### config.mk
export PLATFORM = sky130hd
export DESIGN_NAME = rv_ex_stage_muldiv
export DESIGN_NICKNAME = d
export VERILOG_FILES = /design/src/rtl/rv_configs.sv /design/src/rtl/rv_adder.sv /design/src/rtl/rv_alu.sv /design/src/rtl/rv_muldiv_iter.sv /design/src/rtl/rv_ex_stage_muldiv.sv
export SDC_FILE = /design/constraint.sdc
export NUM_CORES = 2
export LEC_CHECK = 0
export BUFFER_PORTS_ARGS = -buffer_cell sky130_fd_sc_hd__buf_4
export CAP_MARGIN = 20
export CORE_ASPECT_RATIO = 0.5
export CORE_MARGIN = 8
export CORE_UTILIZATION = 55
export DETAILED_ROUTE_END_ITERATION = 12
export PLACE_DENSITY = 0.77
export SYNTH_ARGS = -nofsm -noshare
export SYNTH_HDL_FRONTEND = slang
export SYNTH_SLANG_ARGS = --single-unit
### constraint.sdc
create_clock -name i_exm_clk -period 11.7 [get_ports i_exm_clk]
set_input_delay 0 -clock i_exm_clk [delete_from_list [all_inputs] [get_ports i_exm_clk]]
set_output_delay 0 -clock i_exm_clk [all_outputs]
set_load 0.01 [all_outputs]
### src/rtl/rv_configs.sv
// Shared constants for the RV32IM execute stage: widths, func3 and branch/jump encodings, ALU ops,
// and the mul/div FSM state type.
package rv_configs;

  localparam int unsigned XlenDef = 32;

  // M-extension func3
  localparam logic [2:0] Func3Mul    = 3'b000;
  localparam logic [2:0] Func3Mulh   = 3'b001;
  localparam logic [2:0] Func3Mulhsu = 3'b010;
  localparam logic [2:0] Func3Mulhu  = 3'b011;
  localparam logic [2:0] Func3Div    = 3'b100;
  localparam logic [2:0] Func3Divu   = 3'b101;
  localparam logic [2:0] Func3Rem    = 3'b110;
  localparam logic [2:0] Func3Remu   = 3'b111;

  // Branch func3
  localparam logic [2:0] Func3Beq  = 3'b000;
  localparam logic [2:0] Func3Bne  = 3'b001;
  localparam logic [2:0] Func3Blt  = 3'b100;
  localparam logic [2:0] Func3Bge  = 3'b101;
  localparam logic [2:0] Func3Bltu = 3'b110;
  localparam logic [2:0] Func3Bgeu = 3'b111;

  localparam logic [1:0] BrJpNone   = 2'b00;
  localparam logic [1:0] BrJpBranch = 2'b01;
  localparam logic [1:0] BrJpJalr   = 2'b10;
  localparam logic [1:0] BrJpJal    = 2'b11;

  localparam logic [3:0] AluAdd   = 4'd0;
  localparam logic [3:0] AluSub   = 4'd1;
  localparam logic [3:0] AluSll   = 4'd2;
  localparam logic [3:0] AluSlt   = 4'd3;
  localparam logic [3:0] AluSltu  = 4'd4;
  localparam logic [3:0] AluXor   = 4'd5;
  localparam logic [3:0] AluSrl   = 4'd6;
  localparam logic [3:0] AluSra   = 4'd7;
  localparam logic [3:0] AluOr    = 4'd8;
  localparam logic [3:0] AluAnd   = 4'd9;
  localparam logic [3:0] AluPassB = 4'd10;

  typedef enum logic [1:0] {StIdle = 2'd0, StBusy = 2'd1, StDone = 2'd2} md_state_e;

endpackage

### src/rtl/rv_adder.sv
// Plain XLEN-bit adder with carry-in, shared by the ALU and the PC+4 path.
module rv_adder #(
  parameter int unsigned XLEN = 32
) (
  input  logic [XLEN-1:0] a_i,
  input  logic [XLEN-1:0] b_i,
  input  logic            cin_i,
  output logic [XLEN-1:0] sum_o
);
  assign sum_o = a_i + b_i + {{(XLEN-1){1'b0}}, cin_i};
endmodule

### src/rtl/rv_alu.sv
// Single-cycle integer ALU.
module rv_alu import rv_configs::*; #(
  parameter int unsigned XLEN = XlenDef
) (
  input  logic [3:0]      ctrl_i,
  input  logic [XLEN-1:0] a_i,
  input  logic [XLEN-1:0] b_i,
  output logic [XLEN-1:0] res_o
);
  localparam int unsigned SW = $clog2(XLEN);

  logic            is_sub;
  logic [XLEN-1:0] b_add, sum;
  logic [SW-1:0]   shamt;

  assign is_sub = (ctrl_i == AluSub);
  assign b_add  = is_sub ? ~b_i : b_i;
  assign shamt  = b_i[SW-1:0];

  rv_adder #(.XLEN(XLEN)) u_add (.a_i(a_i), .b_i(b_add), .cin_i(is_sub), .sum_o(sum));

  always_comb begin
    res_o = sum;
    case (ctrl_i)
      AluSll:   res_o = a_i << shamt;
      AluSlt:   res_o = {{(XLEN-1){1'b0}}, $signed(a_i) < $signed(b_i)};
      AluSltu:  res_o = {{(XLEN-1){1'b0}}, a_i < b_i};
      AluXor:   res_o = a_i ^ b_i;
      AluSrl:   res_o = a_i >> shamt;
      AluSra:   res_o = XLEN'($signed(a_i) >>> shamt);
      AluOr:    res_o = a_i | b_i;
      AluAnd:   res_o = a_i & b_i;
      AluPassB: res_o = b_i;
      default:  res_o = sum;
    endcase
  end
endmodule

### src/rtl/rv_muldiv_iter.sv
// Iterative radix-2 multiply / restoring divide on operand magnitudes; signs are applied on the
// way out of DONE. Special divides and (optionally) multiplies finish straight from IDLE.
module rv_muldiv_iter import rv_configs::*; #(
  parameter int unsigned XLEN     = XlenDef,
  parameter int unsigned FAST_MUL = 0
) (
  input  logic            clk_i,
  input  logic            rst_i,
  input  logic            start_i,
  input  logic            kill_i,
  input  logic [2:0]      func3_i,
  input  logic [XLEN-1:0] a_i,
  input  logic [XLEN-1:0] b_i,
  output logic            idle_o,
  output logic            stall_o,
  output logic            done_o,
  output logic [XLEN-1:0] result_o
);
  localparam int unsigned CW = $clog2(XLEN);

  md_state_e       state_q;
  logic [CW-1:0]   cnt_q;
  logic [XLEN-1:0] hi_q, lo_q, dvs_q;
  logic [2:0]      f3_q;
  logic            sa_q, sb_q;

  logic            is_div, a_sgn, b_sgn, a_neg, b_neg, div_zero, div_ovf, special, fast;
  logic [XLEN-1:0] a_mag, b_mag, min_val;
  logic [2*XLEN-1:0] fast_prod, prod_fix;
  logic [XLEN:0]   mul_sum, rem_sh, rem_diff;
  logic [XLEN-1:0] quot_fix, rem_fix;

  assign is_div   = func3_i[2];
  assign a_sgn    = func3_i inside {Func3Mulh, Func3Mulhsu, Func3Div, Func3Rem};
  assign b_sgn    = func3_i inside {Func3Mulh, Func3Div, Func3Rem};
  assign a_neg    = a_sgn & a_i[XLEN-1];
  assign b_neg    = b_sgn & b_i[XLEN-1];
  assign a_mag    = a_neg ? -a_i : a_i;
  assign b_mag    = b_neg ? -b_i : b_i;
  assign min_val  = {1'b1, {(XLEN-1){1'b0}}};
  assign div_zero = is_div & (b_i == '0);
  assign div_ovf  = is_div & b_sgn & (a_i == min_val) & (b_i == '1);
  assign special  = div_zero | div_ovf;
  assign fast     = (FAST_MUL != 0) & ~is_div;
  assign fast_prod = {{XLEN{1'b0}}, a_mag} * {{XLEN{1'b0}}, b_mag};

  // lo_q holds multiplier / dividend-then-quotient, hi_q the partial product / remainder
  assign mul_sum  = {1'b0, hi_q} + (lo_q[0] ? {1'b0, dvs_q} : '0);
  assign rem_sh   = {hi_q, lo_q[XLEN-1]};
  assign rem_diff = rem_sh - {1'b0, dvs_q};

  always_ff @(posedge clk_i or posedge rst_i) begin
    if (rst_i) begin
      state_q <= StIdle;
      cnt_q   <= '0;
      hi_q    <= '0;
      lo_q    <= '0;
      dvs_q   <= '0;
      f3_q    <= '0;
      sa_q    <= 1'b0;
      sb_q    <= 1'b0;
    end else begin
      case (state_q)
        StIdle: if (start_i) begin
          f3_q  <= func3_i;
          cnt_q <= '0;
          dvs_q <= b_mag;
          if (special) begin
            sa_q    <= 1'b0;
            sb_q    <= 1'b0;
            hi_q    <= div_zero ? a_i : '0;
            lo_q    <= div_zero ? '1 : min_val;
            state_q <= StDone;
          end else if (fast) begin
            sa_q         <= a_neg;
            sb_q         <= b_neg;
            {hi_q, lo_q} <= fast_prod;
            state_q      <= StDone;
          end else begin
            sa_q    <= a_neg;
            sb_q    <= b_neg;
            hi_q    <= '0;
            lo_q    <= a_mag;
            state_q <= StBusy;
          end
        end
        StBusy: begin
          if (kill_i) begin
            state_q <= StIdle;
          end else begin
            if (f3_q[2]) begin
              if (!rem_diff[XLEN]) begin
                hi_q <= rem_diff[XLEN-1:0];
                lo_q <= {lo_q[XLEN-2:0], 1'b1};
              end else begin
                hi_q <= rem_sh[XLEN-1:0];
                lo_q <= {lo_q[XLEN-2:0], 1'b0};
              end
            end else begin
              hi_q <= mul_sum[XLEN:1];
              lo_q <= {mul_sum[0], lo_q[XLEN-1:1]};
            end
            cnt_q <= cnt_q + 1'b1;
            if (cnt_q == CW'(XLEN - 1)) state_q <= StDone;
          end
        end
        StDone:  state_q <= StIdle;
        default: state_q <= StIdle;
      endcase
    end
  end

  assign prod_fix = (sa_q ^ sb_q) ? -{hi_q, lo_q} : {hi_q, lo_q};
  assign quot_fix = (sa_q ^ sb_q) ? -lo_q : lo_q;
  assign rem_fix  = sa_q ? -hi_q : hi_q;

  always_comb begin
    result_o = rem_fix;
    case (f3_q)
      Func3Mul:                           result_o = prod_fix[XLEN-1:0];
      Func3Mulh, Func3Mulhsu, Func3Mulhu: result_o = prod_fix[2*XLEN-1:XLEN];
      Func3Div, Func3Divu:                result_o = quot_fix;
      default:                            result_o = rem_fix;
    endcase
  end

  assign idle_o  = (state_q == StIdle);
  assign stall_o = (idle_o & start_i) | ((state_q == StBusy) & ~kill_i);
  assign done_o  = (state_q == StDone) & ~kill_i;
endmodule

### src/rtl/rv_ex_stage_muldiv.sv
// RV32IM execute stage: forwarding mux, ALU, branch resolution, iterative M-unit with stall
// handshake, and the EX/MEM pipeline register.
module rv_ex_stage_muldiv import rv_configs::*; #(
  parameter int unsigned XLEN     = XlenDef,
  parameter int unsigned NUM_FWD  = 2,
  parameter int unsigned FAST_MUL = 0,
  localparam int unsigned FS      = $clog2(NUM_FWD + 1)
) (
  input  logic                    i_exm_clk,
  input  logic                    i_exm_rst,
  input  logic                    i_exm_valid,
  input  logic                    i_exm_kill,
  input  logic [XLEN-1:0]         i_exm_pc,
  input  logic [2:0]              i_exm_func3,
  input  logic                    i_exm_is_muldiv,
  input  logic [XLEN-1:0]         i_exm_immext_res,
  input  logic [1:0]              i_exm_is_br_jp,
  input  logic                    i_exm_is_load,
  input  logic                    i_exm_dmem_we,
  input  logic                    i_exm_rf_we,
  input  logic [3:0]              i_exm_alu_ctrl,
  input  logic                    i_exm_alu_a_sel,
  input  logic                    i_exm_alu_b_sel,
  input  logic [2:0]              i_exm_dmem_bytectrl,
  input  logic [XLEN-1:0]         i_exm_rf_rd1,
  input  logic [XLEN-1:0]         i_exm_rf_rd2,
  input  logic [4:0]              i_exm_rf_wa,
  input  logic [1:0]              i_exm_rf_wd_pre_sel,
  input  logic [NUM_FWD*XLEN-1:0] i_exm_fwd_data,
  input  logic [FS-1:0]           i_exm_rd1_sel,
  input  logic [FS-1:0]           i_exm_rd2_sel,
  output logic                    o_exm_stall,
  output logic                    o_exm_flush_ifid,
  output logic [XLEN-1:0]         o_exm_if_target_addr,
  output logic                    o_exm_mem_valid,
  output logic                    o_exm_mem_is_load,
  output logic                    o_exm_mem_dmem_we,
  output logic                    o_exm_mem_rf_we,
  output logic [XLEN-1:0]         o_exm_mem_alu_res,
  output logic [XLEN-1:0]         o_exm_mem_immext_res,
  output logic [XLEN-1:0]         o_exm_mem_pc_plus_4,
  output logic [XLEN-1:0]         o_exm_mem_dmem_wd,
  output logic [2:0]              o_exm_mem_dmem_bytectrl,
  output logic [4:0]              o_exm_mem_rf_wa,
  output logic [1:0]              o_exm_mem_rf_wd_pre_sel
);
  logic [XLEN-1:0] rs1, rs2, alu_a, alu_b, alu_res, pc_plus_4, md_result;
  logic            taken, md_start, md_idle, md_stall, md_done, norm_v;
  logic [4:0]      wa_q;

  // Select codes above NUM_FWD fall back to the register file
  always_comb begin
    rs1 = i_exm_rf_rd1;
    rs2 = i_exm_rf_rd2;
    for (int k = 0; k < NUM_FWD; k++) begin
      if (int'(i_exm_rd1_sel) == k + 1) rs1 = i_exm_fwd_data[k*XLEN +: XLEN];
      if (int'(i_exm_rd2_sel) == k + 1) rs2 = i_exm_fwd_data[k*XLEN +: XLEN];
    end
  end

  assign alu_a = i_exm_alu_a_sel ? i_exm_pc : rs1;
  assign alu_b = i_exm_alu_b_sel ? rs2 : i_exm_immext_res;

  rv_alu #(.XLEN(XLEN)) u_alu (.ctrl_i(i_exm_alu_ctrl), .a_i(alu_a), .b_i(alu_b), .res_o(alu_res));

  rv_adder #(.XLEN(XLEN)) u_pc4 (
    .a_i(i_exm_pc), .b_i(XLEN'(32'd4)), .cin_i(1'b0), .sum_o(pc_plus_4)
  );

  always_comb begin
    taken = 1'b0;
    case (i_exm_is_br_jp)
      BrJpJalr, BrJpJal: taken = 1'b1;
      BrJpBranch: begin
        case (i_exm_func3)
          Func3Beq:  taken = (rs1 == rs2);
          Func3Bne:  taken = (rs1 != rs2);
          Func3Blt:  taken = ($signed(rs1) < $signed(rs2));
          Func3Bge:  taken = ($signed(rs1) >= $signed(rs2));
          Func3Bltu: taken = (rs1 < rs2);
          Func3Bgeu: taken = (rs1 >= rs2);
          default:   taken = 1'b0;
        endcase
      end
      default: taken = 1'b0;
    endcase
  end

  assign md_start = i_exm_valid & i_exm_is_muldiv & ~i_exm_kill;

  rv_muldiv_iter #(.XLEN(XLEN), .FAST_MUL(FAST_MUL)) u_md (
    .clk_i    (i_exm_clk),
    .rst_i    (i_exm_rst),
    .start_i  (md_start),
    .kill_i   (i_exm_kill),
    .func3_i  (i_exm_func3),
    .a_i      (rs1),
    .b_i      (rs2),
    .idle_o   (md_idle),
    .stall_o  (md_stall),
    .done_o   (md_done),
    .result_o (md_result)
  );

  // ID/EX may still hold an M-op while reset is asserted; keep the stall quiet then
  assign o_exm_stall          = md_stall & ~i_exm_rst;
  assign o_exm_flush_ifid     = i_exm_valid & ~i_exm_kill & ~i_exm_is_muldiv & taken;
  assign o_exm_if_target_addr = alu_res;
  assign norm_v               = md_idle & i_exm_valid & ~i_exm_kill & ~i_exm_is_muldiv;

  always_ff @(posedge i_exm_clk or posedge i_exm_rst) begin
    if (i_exm_rst) begin
      wa_q <= '0;
    end else if (md_idle & md_start) begin
      wa_q <= i_exm_rf_wa;
    end
  end

  always_ff @(posedge i_exm_clk or posedge i_exm_rst) begin
    if (i_exm_rst) begin
      o_exm_mem_valid         <= 1'b0;
      o_exm_mem_is_load       <= 1'b0;
      o_exm_mem_dmem_we       <= 1'b0;
      o_exm_mem_rf_we         <= 1'b0;
      o_exm_mem_alu_res       <= '0;
      o_exm_mem_immext_res    <= '0;
      o_exm_mem_pc_plus_4     <= '0;
      o_exm_mem_dmem_wd       <= '0;
      o_exm_mem_dmem_bytectrl <= '0;
      o_exm_mem_rf_wa         <= '0;
      o_exm_mem_rf_wd_pre_sel <= '0;
    end else begin
      o_exm_mem_immext_res    <= i_exm_immext_res;
      o_exm_mem_pc_plus_4     <= pc_plus_4;
      o_exm_mem_dmem_wd       <= rs2;
      o_exm_mem_dmem_bytectrl <= i_exm_dmem_bytectrl;
      o_exm_mem_rf_wd_pre_sel <= i_exm_rf_wd_pre_sel;
      if (md_done) begin
        o_exm_mem_valid   <= 1'b1;
        o_exm_mem_is_load <= 1'b0;
        o_exm_mem_dmem_we <= 1'b0;
        o_exm_mem_rf_we   <= 1'b1;
        o_exm_mem_alu_res <= md_result;
        o_exm_mem_rf_wa   <= wa_q;
      end else begin
        o_exm_mem_valid   <= norm_v;
        o_exm_mem_is_load <= i_exm_is_load;
        o_exm_mem_dmem_we <= i_exm_dmem_we & norm_v;
        o_exm_mem_rf_we   <= i_exm_rf_we & norm_v;
        o_exm_mem_alu_res <= alu_res;
        o_exm_mem_rf_wa   <= i_exm_rf_wa;
      end
    end
  end
endmodule
# --- After elaboration in Yosys (flattened, before gate mapping) ---
# Index checks and enable logic that the tools add are counted.
word_totals:
  register_bits: 255
classes:
  addsub: 11
  order_cmp: 6
  n_reduce_logical: 13
  mux: 47
  bitwise_logic: 30
  n_shift: 3
  eq_ne: 38
ops:
  columns: ["cell", "count"]
  rows:
  - ["$mux W32", 23]
  - ["$pmux W32 S9", 1]
  - ["$lt A32 B32 Y1", 4]
  - ["$neg A32 Y32", 4]
  - ["$pmux W32 S2", 2]
  - ["$pmux W32 S3", 1]
  - ["$eq A32 B32 Y1 const B", 2]
  - ["$ge A32 B32 Y1", 2]
  - ["$mux W64", 1]
  - ["$neg A64 Y64", 1]
  - ["$add A32 B33 Y33", 1]
  - ["$sub A33 B32 Y33", 1]
  - ["$add A32 B1 Y32", 1]
  - ["$add A32 B3 Y32 const B", 1]
  - ["$add A32 B32 Y32", 1]
  - ["$and A32 B32 Y32", 1]
  - ["$eq A32 B32 Y1", 1]
  - ["$logic_not A32 Y1", 1]
  - ["$ne A32 B32 Y1", 1]
  - ["$not A32 Y32", 1]
  - ["$or A32 B32 Y32", 1]
  - ["$shl A32 B5 Y32", 1]
  - ["$shr A32 B5 Y32", 1]
  - ["$sshr A32 B5 Y32", 1]
  - ["36 further kinds", 93]

# --- Depth between registers and ports, before layout ---
depth:
  depth_word: 10
  mapped_depth: 24

# --- Hierarchy ---
# From an unflattened synthesis, not the netlist that was laid out.
hier_totals:
  hier_cells: 4002
  hier_area_um2: 32154.6
by_module_without_submodules:
  columns: ["mod", "seq_area_each_um2", "cells_per_inst", "instances", "area_per_inst_um2"]
  rows:
  - ["rv_muldiv_iter", 2702.6, 1789, 1, 12963.7]
  - ["rv_ex_stage_muldiv", 3678.5, 696, 1, 7907.6]
  - ["rv_alu", 0.0, 957, 1, 7277.0]
  - ["rv_adder", 0.0, 280, 2, 2003.2]

# --- Worst setup path before layout ---
# No wires, ideal clock.
synth_timing:
  path_kind: "in2reg"
  start: "input i_exm_rd2_sel[0]"
  end: "register o_exm_mem_alu_res[20]"
  t_required_ns: 11.582
  setup_time_ns: 0.118
  path_slack_ns: 7.122
  arrival_ns: 4.460
  cell_stages: 24
  path_buffers: 6
  path_cell_list: "buf_6 buf_6 buf_6 mux2i_1 mux2_2 inv_1 mux2_2 inv_1 buf_2 buf_4 buf_2 xnor2_1 ha_1 a21oi_1 o21ai_0 o41ai_1 o21ai_0 a21oi_1 o31a_1 o21bai_1 a21oi_1 xnor2_1 a221o_1 a21o_1"
synth_between:
  elab_chain_len: 10
  word_cells_on_any_way: 17
  classes_between: "2 x add/sub; 2 x eq/ne; 3 x shift; 6 x mux; 4 x bitwise"
synth_rtl:
  columns: ["item", "line", "rtl"]
  rows:
  - ["start: declaration", "rv_ex_stage_muldiv.sv:31", "input logic [FS-1:0] i_exm_rd2_sel,"]
  - ["$eq A2 B2 Y1", "rv_ex_stage_muldiv.sv:57", "if (int'(i_exm_rd2_sel) == k + 1) rs2 = i_exm_fwd_data[k*XLEN +: XLEN];"]
  - ["$mux W32", "rv_ex_stage_muldiv.sv:57", null]
  - ["$mux W32 (*)", "rv_ex_stage_muldiv.sv:57", null]
  - ["via rs2[2]", "rv_ex_stage_muldiv.sv:47", "logic [XLEN-1:0] rs1, rs2, alu_a, alu_b, alu_res, pc_plus_4, md_result;"]
  - ["$mux W32 (*)", "rv_ex_stage_muldiv.sv:62", "assign alu_b = i_exm_alu_b_sel ? rs2 : i_exm_immext_res;"]
  - ["$not A32 Y32", "rv_alu.sv:17", "assign b_add = is_sub ? ~b_i : b_i;"]
  - ["$mux W32", "rv_alu.sv:17", null]
  - ["$add A32 B32 Y32", "rv_adder.sv:10", "assign sum_o = a_i + b_i + {{(XLEN-1){1'b0}}, cin_i};"]
  - ["$add A32 B1 Y32", "rv_adder.sv:10", null]
  - ["$pmux W32 S9 (*)", "rv_alu.sv:24", "case (ctrl_i)"]
  - ["via o_exm_if_target_addr[20]", "rv_ex_stage_muldiv.sv:34", "output logic [XLEN-1:0] o_exm_if_target_addr,"]
  - ["$mux W32 (*)", "rv_ex_stage_muldiv.sv:138", "if (md_done) begin"]
  - ["end signal: assignment", "rv_ex_stage_muldiv.sv:143", "o_exm_mem_alu_res <= md_result;"]
  - ["end signal: assignment", "rv_ex_stage_muldiv.sv:150", "o_exm_mem_alu_res <= alu_res;"]
  - ["end: declaration", "rv_ex_stage_muldiv.sv:39", "output logic [XLEN-1:0] o_exm_mem_alu_res,"]
# Mark *: on every way through the listed nets, which the timed path passes. The rest lies on a longest branch.
# A chain may end at the register's enable or synchronous reset.

# --- Worst setup path after layout ---
layout_timing:
  start: "input i_exm_rd2_sel[0]"
  end: "output o_exm_if_target_addr[30]"
layout_between:
  elab_chain_len: 9
  word_cells_on_any_way: 16
  classes_between: "2 x add/sub; 2 x eq/ne; 3 x shift; 5 x mux; 4 x bitwise"
layout_rtl:
  columns: ["item", "line"]
  rows:
  - ["$eq A2 B2 Y1", "rv_ex_stage_muldiv.sv:57"]
  - ["$mux W32", "rv_ex_stage_muldiv.sv:57"]
  - ["$mux W32 (*)", "rv_ex_stage_muldiv.sv:57"]
  - ["via rs2[2]", "rv_ex_stage_muldiv.sv:47"]
  - ["$mux W32 (*)", "rv_ex_stage_muldiv.sv:62"]
  - ["$not A32 Y32", "rv_alu.sv:17"]
  - ["$mux W32", "rv_alu.sv:17"]
  - ["$add A32 B32 Y32", "rv_adder.sv:10"]
  - ["$add A32 B1 Y32", "rv_adder.sv:10"]
  - ["$pmux W32 S9 (*)", "rv_alu.sv:24"]
  - ["end: declaration", "rv_ex_stage_muldiv.sv:34"]
# Marked as above.

==> impl_metrics.env <==
export IMPL_status="completed"
export IMPL_rsz0062_at_grt="false"
export IMPL_synthFlopType="dfrtp_1"
export IMPL_synth_warnings=0
export IMPL_worstPathMaxFanout=68
export IMPL_htreeDepth=1
export IMPL_finalMaxSlewViolations=0
export IMPL_hold_viol_final=0
export IMPL_crit_start="i_exm_rd2_sel[0]"
export IMPL_die_area_um2=61300
export IMPL_crit_arrival_ns=6.76
export IMPL_fmaxAchievable_mhz=148
export IMPL_crit_type="input port to output pin"
export IMPL_layout_nets=4611
export IMPL_gp_congestion=1.13
export IMPL_syn_mean_instance_area_um2=7.90
export IMPL_placedInstanceArea_um2=33000
export IMPL_yosys_top_cells_count="392 x nand2_1, 305 x a21oi_1, 303 x mux2i_1, 291 x nor2_1, 255 x dfrtp_1"
export IMPL_synth_nets=4155
export IMPL_synth_edf_count=0
export IMPL_drive_gt1_share_pct=16.3
export IMPL_ys_top_cells_by_area="dfrtp_1 22%, mux2i_1 10%, ha_1 9.7%, xnor2_1 5.7%, a21oi_1 5.2%"
export IMPL_cts_buffers=26
export IMPL_overflow=0
export IMPL_async_flop_share_pct=100
export IMPL_ys_ff_latch=255
export IMPL_antenna_left=0
export IMPL_p_leak_nw=16.2
export IMPL_fin_crit_ns=6.76
export IMPL_finalCoreUtilization_pct=67.8
export IMPL_cts_setup_buffers=0
export IMPL_ys_seq_area_share_pct=21.8
export IMPL_io_pins=401
export IMPL_cts_root_buf="clkbuf_16"
export IMPL_hp_class="input port to flip-flop"
export IMPL_final_area_um2=35400
export IMPL_routed_via_density=7.03
export IMPL_cts_resized_gates=0
export IMPL_dpl_hpwl_um=118000
export IMPL_r2r_start="u_md.hi_q[1]"
export IMPL_vias=34400
export IMPL_r2r_setup_slack_ns=6.76
export IMPL_ctsLongestPathBuffers=3
export IMPL_first_pass_iters=10
export IMPL_reg2reg_depth=13
export IMPL_grt_max_degree=131
export IMPL_yosys_area_top_type="dfrtp_1"
export IMPL_grt_pass1_wl_um=217000
export IMPL_fin_skew_ns=0.0133
export IMPL_numClockSinks=255
export IMPL_grtUsageTotal_pct=47.7
export IMPL_max_slew_margin_pct=2.22
export IMPL_power_mw=6.08
export IMPL_r2r_end="o_exm_mem_alu_res[24]"
export IMPL_power_density_nw_per_um2=172
export IMPL_finalNonFillerCells=4887
export IMPL_clk_latency_ns=0.61
export IMPL_rows=59
export IMPL_worstPathRequired_ns=11.70
export IMPL_wl_per_cell_um=31.4
export IMPL_cts_tree="built"
export IMPL_die_y_um=179
export IMPL_synth_cell_types=95
export IMPL_place_inst=4679
export IMPL_maxCapViolCount=0
export IMPL_peakVddDrop_mv=0.127
export IMPL_drt_iter0_drc=6212
export IMPL_crit_end="o_exm_if_target_addr[30]"
export IMPL_drt_wl_total_um=154000
export IMPL_synth_most_common_cell="nand2_1"
export IMPL_grt_pass1_vias=32100
export IMPL_synth_top_area_share_pct=21.8
export IMPL_start_kind="input port"
export IMPL_worstMarginPinSlew_ns=1.47
export IMPL_clk_pin_slew_ns=0.08
export IMPL_area_growth_syn_to_layout_pct=21.1
export IMPL_synth_cells=3701
export IMPL_antenna_found_initial=21
export IMPL_final_period_utilization_pct=57.8
export IMPL_initial_core_util_pct=56.0
export IMPL_io_buffers=400
export IMPL_end_kind="output pin"
export IMPL_remaining_drc_errors=0
export IMPL_syn_area_um2=29300
export IMPL_finalSetupViolCount=0
export IMPL_die_w_um=342
export IMPL_setup_tns_ns=0
export IMPL_placeableCoreArea_um2=52300
-- flip-flops by register name, summed over array words and instances, names as in the netlist, 2 cells and up --
register	cells
o_exm_mem_alu_res	32
o_exm_mem_dmem_bytectrl	3
o_exm_mem_dmem_wd	32
o_exm_mem_immext_res	32
o_exm_mem_pc_plus_4	32
o_exm_mem_rf_wa	5
o_exm_mem_rf_wd_pre_sel	2
u_md.cnt_q	5
u_md.dvs_q	32
u_md.f3_q	3
u_md.hi_q	32
u_md.lo_q	32
u_md.state_q	2
wa_q	5
-- cells by family (layout without fill, tap and decap cells) --
kind of cell	Yosys count	after routing	synth area share (%)
muxes	357	357	12.6
AOI/OAI and AO/OA	1070	1070	23.7
other	0	9	0
xor gates and xnor gates	288	288	8.62
DFF	255	255	21.8
and+or+nand+nor	1085	1085	17.2
adders and majority gates	231	231	9.94
buffers and inverters	415	891	6.15
-- how the worst min path moves through the flow --
| stage | cells past startpoint | from | slack [ns] | endpoint |
|---|---|---|---|---|
| floorplan | 0 | i_exm_dmem_bytectrl[0] | 0.03 | o_exm_mem_dmem_bytectrl[0] |
| global placement | 1 | i_exm_rf_wd_pre_sel[0] | 0.11 | o_exm_mem_rf_wd_pre_sel[0] |
| detailed placement | 1 | i_exm_dmem_bytectrl[2] | 0.11 | o_exm_mem_dmem_bytectrl[2] |
| CTS | 4 | i_exm_rf_rd2[22] | 0.0001 | o_exm_mem_dmem_wd[22] |
| global route | 4 | i_exm_rf_rd2[23] | 0.0002 | o_exm_mem_dmem_wd[23] |
| finish | 4 | i_exm_rf_rd2[23] | 0.04 | o_exm_mem_dmem_wd[23] |
-- placed cells by master, fill, tap and decap left out, types with 34 or more instances in the layout --
cell	n
mux2i_1	299
ha_1	226
nor2_1	287
a31oi_1	38
o21ai_0	234
a21o_1	60
a211oi_1	69
inv_1	173
nand2b_1	36
nor2b_1	41
nand3_1	80
mux2_2	34
o22ai_1	38
a21oi_1	304
nand2_1	391
o221ai_1	45
o31ai_1	35
buf_4	516
dfrtp_1	254
xnor2_1	190
nor3_1	68
dlygate4sd3_1	142
xor2_1	95
-- layout make-up --
type	instances	area, um^2
antenna	9	22.5
clock buffer	31	679
clock inverter	17	234
fill	4168	16800
inverter	180	686
multi-input combinational	3031	21200
sequential	255	6380
tap	701	877
timing repair buffer	663	5330
-- timing repair --
action                     in CTS  in global routing
hold buffers                  142                  0
setup endpoints to repair       0                  0
hold endpoints to repair      232                  0
-- stage by stage --
stage | setup slack, ns | hold WS, ns
global route | 4.70 | 0.000163
floorplan | 4.69 | 0.0314
finish | 4.94 | 0.0387
CTS | 5.30 | 0.0000995
detailed placement | 5.33 | 0.111
global placement | 5.46 | 0.109
-- worst max-delay path, stage by stage --
cell and delay, ns:
buf_4 0.31, buf_4 0.72, mux2i_1 0.25, mux2_2 0.38, inv_1 0.18, mux2_2 0.19, buf_4 0.58, inv_1 0.08
buf_4 0.36, xnor2_1 0.22, ha_1 0.40, a21oi_1 0.12, o21ai_0 0.37, o41ai_1 0.13, buf_4 0.17, nor4_1 0.44
nor3_1 0.18, o21ai_0 0.21, a21oi_1 0.11, o21ai_0 0.39, a211o_1 0.19, a21oi_1 0.12, or3_1 0.42, buf_4 0.15
-- metal layers --
metal	share of wire [%]	wire length, um	vias to the layer above	global-route usage, %
met5	0.23	346	-	2.24
met4	5.6	8580	34	19.4
met3	19	29100	688	28.1
met2	39	59200	3046	66.3
met1	37	56500	16300	59.6
li1	-	-	14300	-
-- power by group --
part           leakage, nW  switching (mW)  internal [mW]
sequential            3.04           0.309           1.05
combinational         12.7            2.35           1.42
clock                0.442           0.437          0.512
total                 16.2            3.10           2.99
Note: power is estimated with default switching activity, not from simulation.
